**config.mk**
```make
export PLATFORM = sky130hd
export DESIGN_NAME = pwm_fade_sequencer
export DESIGN_NICKNAME = d
export VERILOG_FILES = /design/src/rtl/pwm_fade_sequencer.sv
export SDC_FILE = /design/constraint.sdc
export NUM_CORES = 1
export LEC_CHECK = 0
export ABC_AREA = 1
export CAP_MARGIN = 25
export CELL_PAD_IN_SITES_DETAIL_PLACEMENT = 0
export CELL_PAD_IN_SITES_GLOBAL_PLACEMENT = 1
export CORE_MARGIN = 10
export CORE_UTILIZATION = 45
export CTS_CLUSTER_DIAMETER = 40
export DETAILED_ROUTE_END_ITERATION = 16
export PLACE_DENSITY = 0.89
export SLEW_MARGIN = 40
export SYNTH_ARGS = -nofsm -noshare
export SYNTH_HDL_FRONTEND = slang
export SYNTH_SLANG_ARGS = --single-unit
export TNS_END_PERCENT = 100
```
**constraint.sdc**
```tcl
create_clock -name clk -period 2.5 [get_ports clk]
set_input_delay 0.625 -clock clk [delete_from_list [all_inputs] [get_ports clk]]
set_output_delay 0.625 -clock clk [all_outputs]
set_load 0.005 [all_outputs]
```
**src/rtl/pwm_fade_sequencer.sv**
```systemverilog
// pwm_fade_sequencer
// Generates single-clock step pulses for an adjustable_pwm instance: ramp the
// duty up or down once, breathe continuously, or pass debounced manual button
// steps through. A shadow copy of the PWM duty keeps the controller from ever
// stepping past 0 or the maximum duty.
module pwm_fade_sequencer #(
    parameter int CNTR_LEN    = 4,
    parameter int STEP_DIV    = 1000,
    parameter int DWELL_TICKS = 8
) (
    input  logic                clk,
    input  logic                rst,
    input  logic                i_enable,
    input  logic [1:0]          i_mode,
    input  logic                i_btn_up,
    input  logic                i_btn_down,
    output logic                o_cycle_up,
    output logic                o_cycle_down,
    output logic [CNTR_LEN-1:0] o_duty,
    output logic                o_busy,
    output logic [2:0]          o_state
);

    localparam int PRE_W   = (STEP_DIV > 1) ? $clog2(STEP_DIV) : 1;
    localparam int DWELL_W = (DWELL_TICKS > 1) ? $clog2(DWELL_TICKS) : 1;

    localparam logic [PRE_W-1:0]    PRE_LAST   = PRE_W'(STEP_DIV - 1);
    localparam logic [DWELL_W-1:0]  DWELL_LAST = DWELL_W'(DWELL_TICKS - 1);
    localparam logic [CNTR_LEN-1:0] DUTY_MAX   = '1;
    localparam logic [CNTR_LEN-1:0] DUTY_PEN   = DUTY_MAX - CNTR_LEN'(1);
    localparam logic [CNTR_LEN-1:0] DUTY_ONE   = CNTR_LEN'(1);

    localparam logic [1:0] MODE_MANUAL  = 2'b00;
    localparam logic [1:0] MODE_UP      = 2'b01;
    localparam logic [1:0] MODE_DOWN    = 2'b10;
    localparam logic [1:0] MODE_BREATHE = 2'b11;

    typedef enum logic [2:0] {
        ST_IDLE      = 3'd0,
        ST_RAMP_UP   = 3'd1,
        ST_DWELL_TOP = 3'd2,
        ST_RAMP_DOWN = 3'd3,
        ST_DWELL_BOT = 3'd4
    } state_t;

    state_t                r_state;
    state_t                w_next_state;
    logic [1:0]            r_mode;
    logic [PRE_W-1:0]      r_presc;
    logic [DWELL_W-1:0]    r_dwell;
    logic                  r_btn_up_q;
    logic                  r_btn_up_qq;
    logic                  r_btn_dn_q;
    logic                  r_btn_dn_qq;
    logic                  r_cycle_up;
    logic                  r_cycle_down;
    logic [CNTR_LEN-1:0]   r_duty;
    logic                  r_busy;

    logic                  w_tick;
    logic                  w_abort;
    logic                  w_up_edge;
    logic                  w_dn_edge;
    logic                  w_at_max;
    logic                  w_at_zero;
    logic                  w_manual;
    logic                  w_state_change;
    logic                  w_fire_up;
    logic                  w_fire_dn;

    assign w_tick         = (r_presc == PRE_LAST);
    assign w_abort        = !i_enable || (i_mode != r_mode);
    assign w_up_edge      = r_btn_up_q && !r_btn_up_qq;
    assign w_dn_edge      = r_btn_dn_q && !r_btn_dn_qq;
    assign w_at_max       = (r_duty == DUTY_MAX);
    assign w_at_zero      = (r_duty == '0);
    assign w_manual       = !i_enable || (i_mode == MODE_MANUAL);
    assign w_state_change = (w_next_state != r_state);

    // State register.
    // NOTE: every clocked process uses non-blocking assignments so all
    // registers update from the same pre-edge values, as real flops do.
    always_ff @(posedge clk or negedge rst) begin
        if (!rst) begin
            r_state <= ST_IDLE;
        end else begin
            r_state <= w_next_state;
        end
    end

    // Next-state and step-pulse decisions.
    // NOTE: every output of this block gets a default first, so no path can
    // leave a value unassigned and infer a latch.
    always_comb begin
        w_next_state = r_state;
        w_fire_up    = 1'b0;
        w_fire_dn    = 1'b0;
        case (r_state)
            ST_IDLE: begin
                if (i_enable && (i_mode == MODE_UP) && !w_at_max) begin
                    w_next_state = ST_RAMP_UP;
                end else if (i_enable && (i_mode == MODE_DOWN) && !w_at_zero) begin
                    w_next_state = ST_RAMP_DOWN;
                end else if (i_enable && (i_mode == MODE_BREATHE)) begin
                    w_next_state = w_at_max ? ST_DWELL_TOP : ST_RAMP_UP;
                end else if (w_manual) begin
                    // Simultaneous edges cancel; saturation suppresses the step.
                    if (w_up_edge && !w_dn_edge && !w_at_max) begin
                        w_fire_up = 1'b1;
                    end else if (w_dn_edge && !w_up_edge && !w_at_zero) begin
                        w_fire_dn = 1'b1;
                    end
                end
            end
            ST_RAMP_UP: begin
                if (w_abort) begin
                    w_next_state = ST_IDLE;
                end else if (w_at_max) begin
                    // Entered already at the top: move on without a pulse.
                    w_next_state = (r_mode == MODE_BREATHE) ? ST_DWELL_TOP : ST_IDLE;
                end else if (w_tick) begin
                    w_fire_up = 1'b1;
                    if (r_duty == DUTY_PEN) begin
                        w_next_state = (r_mode == MODE_BREATHE) ? ST_DWELL_TOP : ST_IDLE;
                    end
                end
            end
            ST_RAMP_DOWN: begin
                if (w_abort) begin
                    w_next_state = ST_IDLE;
                end else if (w_at_zero) begin
                    w_next_state = (r_mode == MODE_BREATHE) ? ST_DWELL_BOT : ST_IDLE;
                end else if (w_tick) begin
                    w_fire_dn = 1'b1;
                    if (r_duty == DUTY_ONE) begin
                        w_next_state = (r_mode == MODE_BREATHE) ? ST_DWELL_BOT : ST_IDLE;
                    end
                end
            end
            ST_DWELL_TOP: begin
                if (w_abort) begin
                    w_next_state = ST_IDLE;
                end else if (w_tick && (r_dwell == DWELL_LAST)) begin
                    w_next_state = ST_RAMP_DOWN;
                end
            end
            ST_DWELL_BOT: begin
                if (w_abort) begin
                    w_next_state = ST_IDLE;
                end else if (w_tick && (r_dwell == DWELL_LAST)) begin
                    w_next_state = ST_RAMP_UP;
                end
            end
            default: begin
                w_next_state = ST_IDLE;
            end
        endcase
    end

    // Step prescaler: idle-held at zero, restarted on every state entry.
    always_ff @(posedge clk or negedge rst) begin
        if (!rst) begin
            r_presc <= '0;
        end else if (w_state_change || (r_state == ST_IDLE) || w_tick) begin
            r_presc <= '0;
        end else begin
            r_presc <= r_presc + PRE_W'(1);
        end
    end

    // Dwell tick counter for the top/bottom hold in breathe mode.
    always_ff @(posedge clk or negedge rst) begin
        if (!rst) begin
            r_dwell <= '0;
        end else if (w_state_change) begin
            r_dwell <= '0;
        end else if (w_tick && ((r_state == ST_DWELL_TOP) || (r_state == ST_DWELL_BOT))) begin
            r_dwell <= r_dwell + DWELL_W'(1);
        end
    end

    // Mode snapshot taken while idle; any later change aborts the sequence.
    always_ff @(posedge clk or negedge rst) begin
        if (!rst) begin
            r_mode <= MODE_MANUAL;
        end else if (r_state == ST_IDLE) begin
            r_mode <= i_mode;
        end
    end

    // Button edge detectors track continuously so no stale edge survives a ramp.
    always_ff @(posedge clk or negedge rst) begin
        if (!rst) begin
            r_btn_up_q  <= 1'b0;
            r_btn_up_qq <= 1'b0;
            r_btn_dn_q  <= 1'b0;
            r_btn_dn_qq <= 1'b0;
        end else begin
            r_btn_up_q  <= i_btn_up;
            r_btn_up_qq <= r_btn_up_q;
            r_btn_dn_q  <= i_btn_down;
            r_btn_dn_qq <= r_btn_dn_q;
        end
    end

    // Registered pulses, shadow duty and busy flag, all updated on one edge.
    always_ff @(posedge clk or negedge rst) begin
        if (!rst) begin
            r_cycle_up   <= 1'b0;
            r_cycle_down <= 1'b0;
            r_duty       <= '0;
            r_busy       <= 1'b0;
        end else begin
            r_cycle_up   <= w_fire_up;
            r_cycle_down <= w_fire_dn;
            r_busy       <= (w_next_state != ST_IDLE);
            if (w_fire_up) begin
                r_duty <= r_duty + CNTR_LEN'(1);
            end else if (w_fire_dn) begin
                r_duty <= r_duty - CNTR_LEN'(1);
            end
        end
    end

    assign o_cycle_up   = r_cycle_up;
    assign o_cycle_down = r_cycle_down;
    assign o_duty       = r_duty;
    assign o_busy       = r_busy;
    assign o_state      = r_state;

endmodule

```
# == Word level (Yosys, flattened, before mapping) ==
# Index checks and enable logic that the tools add are counted.
# classes
addsub,4
eq_ne,15
muxes,42
n_reduce_logical,31
# op_table
op,count
$mux 3,18
$mux 1,16
$pmux 3 s5,1
$logic_and 1x1->1,13
$add 10x1->10 const B,1
$eq 10x10->1 const B,1
$mux 10,1
$eq 4x4->1 const B,2
$mux 4,2
$logic_not 1->1,7
$eq 2x2->1 const B,3
$eq 3x2->1 const B,2
$eq 3x3->1 const B,2
$logic_or 1x1->1,5
$add 4x1->4 const B,1
$eq 4x1->1 const B,1
$logic_not 4->1,1
$mux 2,2
$pmux 1 s2,2
$reduce_bool 2->1,2
$sub 4x1->4 const B,1
$add 3x1->3 const B,1
$eq 3x1->1 const B,1
$logic_not 3->1,1
other kinds (5),5
# totals
regBits,29
in_bits,7
output_inout_bits,10

# == Longest topological paths before layout ==
# depth
word_depth,14
mapped_depth,14

# == Least setup slack after synthesis ==
# Ideal clock, no wire load.
# synth_timing
kind,register to register
from,"register r_duty[0], in the netlist o_duty[0]"
to,"register r_duty[3], in the netlist o_duty[3]"
setup_ns,0.117
t_arrival_ns,1.600
t_required_ns,2.383
path_slack_ns,0.783
path_stages_with_launch,12
n_path_buf,0
synth_period_minus_slack_ns,1.717
cell_sequence,dfrtp_1 > ha_1 > nand3_1 > nand3_1 > and3_1 > nand4_1 > nand2_1 > nand2_1 > nand2_2 > nand3_1 > nand2_1 > nand2_1
# synth_between
elab_chain_cells,11
word_cells_on_any_way,30
classes_between,add/sub: 2; eq/ne: 1; mux: 19; reduce/logical: 8
# synth_lines
element,line,source
"start, declared",57,logic [CNTR_LEN-1:0] r_duty;
"start signal, assigned",218,r_duty <= r_duty + CNTR_LEN'(1);
"start signal, assigned",220,r_duty <= r_duty - CNTR_LEN'(1);
$logic_not 4->1,76,assign w_at_zero = (r_duty == '0);
$logic_not 1->1,"102, 110",
$logic_and 1x1->1,110,end else if (w_dn_edge && !w_up_edge && !w_at_zero) begin
$mux 1,110,
$mux 1,108,if (w_up_edge && !w_dn_edge && !w_at_max) begin
$mux 1,106,end else if (w_manual) begin
$mux 1,104,end else if (i_enable && (i_mode == MODE_BREATHE)) begin
$mux 1,102,end else if (i_enable && (i_mode == MODE_DOWN) && !w_at_zero) begin
$mux 1,100,if (i_enable && (i_mode == MODE_UP) && !w_at_max) begin
$pmux 1 s2,98,case (r_state)
$reduce_bool 2->1 (no line),-,
# Several ways; a longest one is shown, not always the timed one. The select of a mux whose other input is x is not followed.
# A chain may end at the register's enable or synchronous reset.

# == Worst setup path after layout ==
# layout_timing
from,input port i_mode[0]
to,"register r_duty[3], in the netlist o_duty[3]"
# layout_between
elab_chain_cells,8
word_cells_on_any_way,26
classes_between,eq/ne: 4; mux: 13; reduce/logical: 9
# layout_lines
element,line,source
"start, declared",14,"input logic [1:0] i_mode,"
$logic_not 2->1,77,assign w_manual = !i_enable || (i_mode == MODE_MANUAL);
$logic_or 1x1->1,77,
$mux 1,106,
$mux 1,104,
$mux 1,102,
$mux 1,100,
$pmux 1 s2,98,
$mux 4 or $reduce_bool 2->1 (tied branches),-,
# Several ways; a longest one is shown, not always the timed one.

==> out/metrics.yaml <==
status: "finished clean"
synth.area.top_cells: "dfrtp_1 40%, nand2_1 10%, nor2_1 6.8%, inv_1 6.0%, ha_1 5.5%"
p_leak_uw: 0.00102
fin_nets: 272
drt_iter0_markers: 124
ios: 17
yosysTopAreaCellShare_pct: 39.9
synth_cell_types: 27
antenna_found_initial: 0
vdd.ir_drop.worst_mv: 0.440
drv_slew: 0
rows: 23
syn_area_per_cell_um2: 7.81
cts.sinks: 29
cts_buffers: 5
cts_buffer_depth: 2
ys.flop_type: "dfrtp_1"
ant_nets: 0
cp.arrival_ps: 2320
dr_total_vias: 1516
drive_gt1_share_pct: 13.3
path_class: "input pin to register"
clk_latency_ps: 280
synth-edff-count: 0
min_from: "r_btn_up_q"
dp_hpwl_mm: 2.90
worst_setup_path_start_kind: "input pin"
fmax_mhz: 465
rr_startpoint: "o_duty[0]"
fin_crit_ps: 2150
yosysWarnings: 0
p_per_area_nw_per_um2: 848
dp_cells: 300
p_total_uw: 1800
cts_resized: 0
antenna_cells: 0
rsz0062_at_grt: "no"
yosys_register_bits: 29
worstSetupStartpoint: "i_mode[0]"
fillCellCount: 375
grt_max_degree: 30
grt.total_usage_pct: 11.3
finClkSkew_ps: 8.49
hp-class: "register to register"
finalHoldViolCount: 0
finalCritPeriodShare_pct: 86.1
relSlewSlack_pct: 76.4
place_congestion: 0.924
port-buffer-count: 16
worstPathRequired_ps: 2670
r2r_setup_slack_ps: 450
yosysMostFrequentCell: "nand2_1"
die_w_um: 83.6
fin_setup_tns_ps: 0
setup_violations: 0
netlist_area_um2: 1820
endpoint_kind: "register"
reg2reg_depth: 11
yosys.area.top_type: "dfrtp_1"
rr_endpoint: "o_duty[3]"
via_per_inst: 4.95
grt_pass1_vias: 1469
synth_async_sr_flop_share_pct: 100
cap_violations: 0
crit_fanout: 7
crit_end: "o_duty[3]"
areaGrowthSynthToFinish_pct: 16.7
dieArea_um2: 6990
wl_per_cell_um: 12.0
synth_common_cells: "49 x nand2_1, 33 x nor2_1, 29 x dfrtp_1, 29 x inv_1, 20 x nand3_1"
clk_pin_slew_ps: 50
start_util_pct: 46.1
ctsRootBufferMaster: "clkbuf_8"
htreeDepth: 2
drt_wl_total_mm: 3.66
fin_cells: 306
coreArea_um2: 3940
syn-num-nets: 248
hold_slack_ps: 376
ys_seq_area_share_pct: 39.9
syn_inst: 233
postCtsSetupRepairBufs: 0
fp.dieH_um: 83.6
drc: 0
drt-pass1-iter-count: 4
grt_pass1_wl_mm: 6.63
tightest_slew_ps: 351
cts_hold_buf: 0
grt-ovfl-total: 0
cts_tree: "yes"
stage by stage:
| step | utilization [%] | setup WS [ps] | cell area [µm²] |
|---|---|---|---|
| 3_5_place_dp | 52.0 | 71.3 | 2050 |
| 4_1_cts | 53.9 | 348 | 2120 |
| 2_1_floorplan | - | 783 | 1820 |
| 5_1_grt | 53.9 | 101 | 2120 |
| 6_report | 53.9 | 348 | 2120 |
| 3_3_place_gp | 52.0 | 92.9 | 2050 |
final cells by class:
| class | count | area (µm²) | area share, % |
|---|---|---|---|
| Multi-Input combinational cell | 171 | 966 | 45.5 |
| Tap cell | 50 | 62.6 | 2.95 |
| Sequential cell | 29 | 726 | 34.2 |
| Timing Repair Buffer | 18 | 175 | 8.25 |
| Inverter | 32 | 120 | 5.66 |
| Clock buffer | 5 | 68.8 | 3.24 |
| Clock inverter | 1 | 5.00 | 0.236 |
kinds of logic after synthesis:
group                      synth area share (%)
adders and majority gates                  5.50
and+or+nand+nor                            36.9
buffers and inverters                      7.01
xor gates and xnor gates                   4.33
DFF                                        39.9
muxes                                     0.550
AOI/OAI and AO/OA                          5.85
critical path, stage by stage:
cell and delay, ps:
clkdlybuf4s50_1 550, inv_1 80, nand2_1 60, nand3_1 110
nor2_4 190, nand3_1 100, nand2_1 80, nand2_1 150
nand2_2 170, nand3_1 90, nand2_1 60, nand2_1 40
report_power, final:
part	internal, µW	switching (µW)
Clock	182	163
Sequential	552	102
Combinational	338	464
cell usage in the layout, fill, tap and decap left out, types with 2 or more instances in the layout:
cell type        instances
a21oi_1                  8
buf_4                    2
clkbuf_8                 5
clkdlybuf4s50_1         16
dfrtp_1                 29
ha_1                     8
inv_1                   29
inv_2                    3
nand2_1                 49
nand2_2                  9
nand3_1                 20
nand3_2                  3
nand4_1                  9
nor2_1                  33
nor2_4                   2
o21ai_0                  8
o21ai_2                  2
or2_2                    2
xnor2_1                  2
xor2_1                   7
layer usage:
metal  share of wire (%)  vias to the layer above  wire, µm  track usage [%]
met1                  49                      691      1800             14.7
met3                 4.9                        8       179             3.22
met5                   0                        -         0                0
met2                  44                       24      1610             16.5
met4                 2.0                        0        72             5.48
li1                    -                      793         -                -
state kept, by name (all words and copies together), names as in the netlist, 2 cells and up:
| name | flops |
|---|---|
| r_dwell | 3 |
| r_presc | 10 |
| o_state | 3 |
| r_mode | 2 |
| o_duty | 4 |
worst min path at each step:
| stage | to | depth (start not counted) | slack, ps |
|---|---|---|---|
| 2_1_floorplan | o_busy | 0 | 330 |
| 3_3_place_gp | r_btn_up_qq | 0 | 360 |
| 3_5_place_dp | r_btn_up_qq | 0 | 370 |
| 4_1_cts | r_btn_up_qq | 0 | 380 |
| 5_1_grt | r_btn_up_qq | 0 | 400 |
| 6_report | r_btn_up_qq | 0 | 380 |
Note: power is estimated with default switching activity, not from simulation.
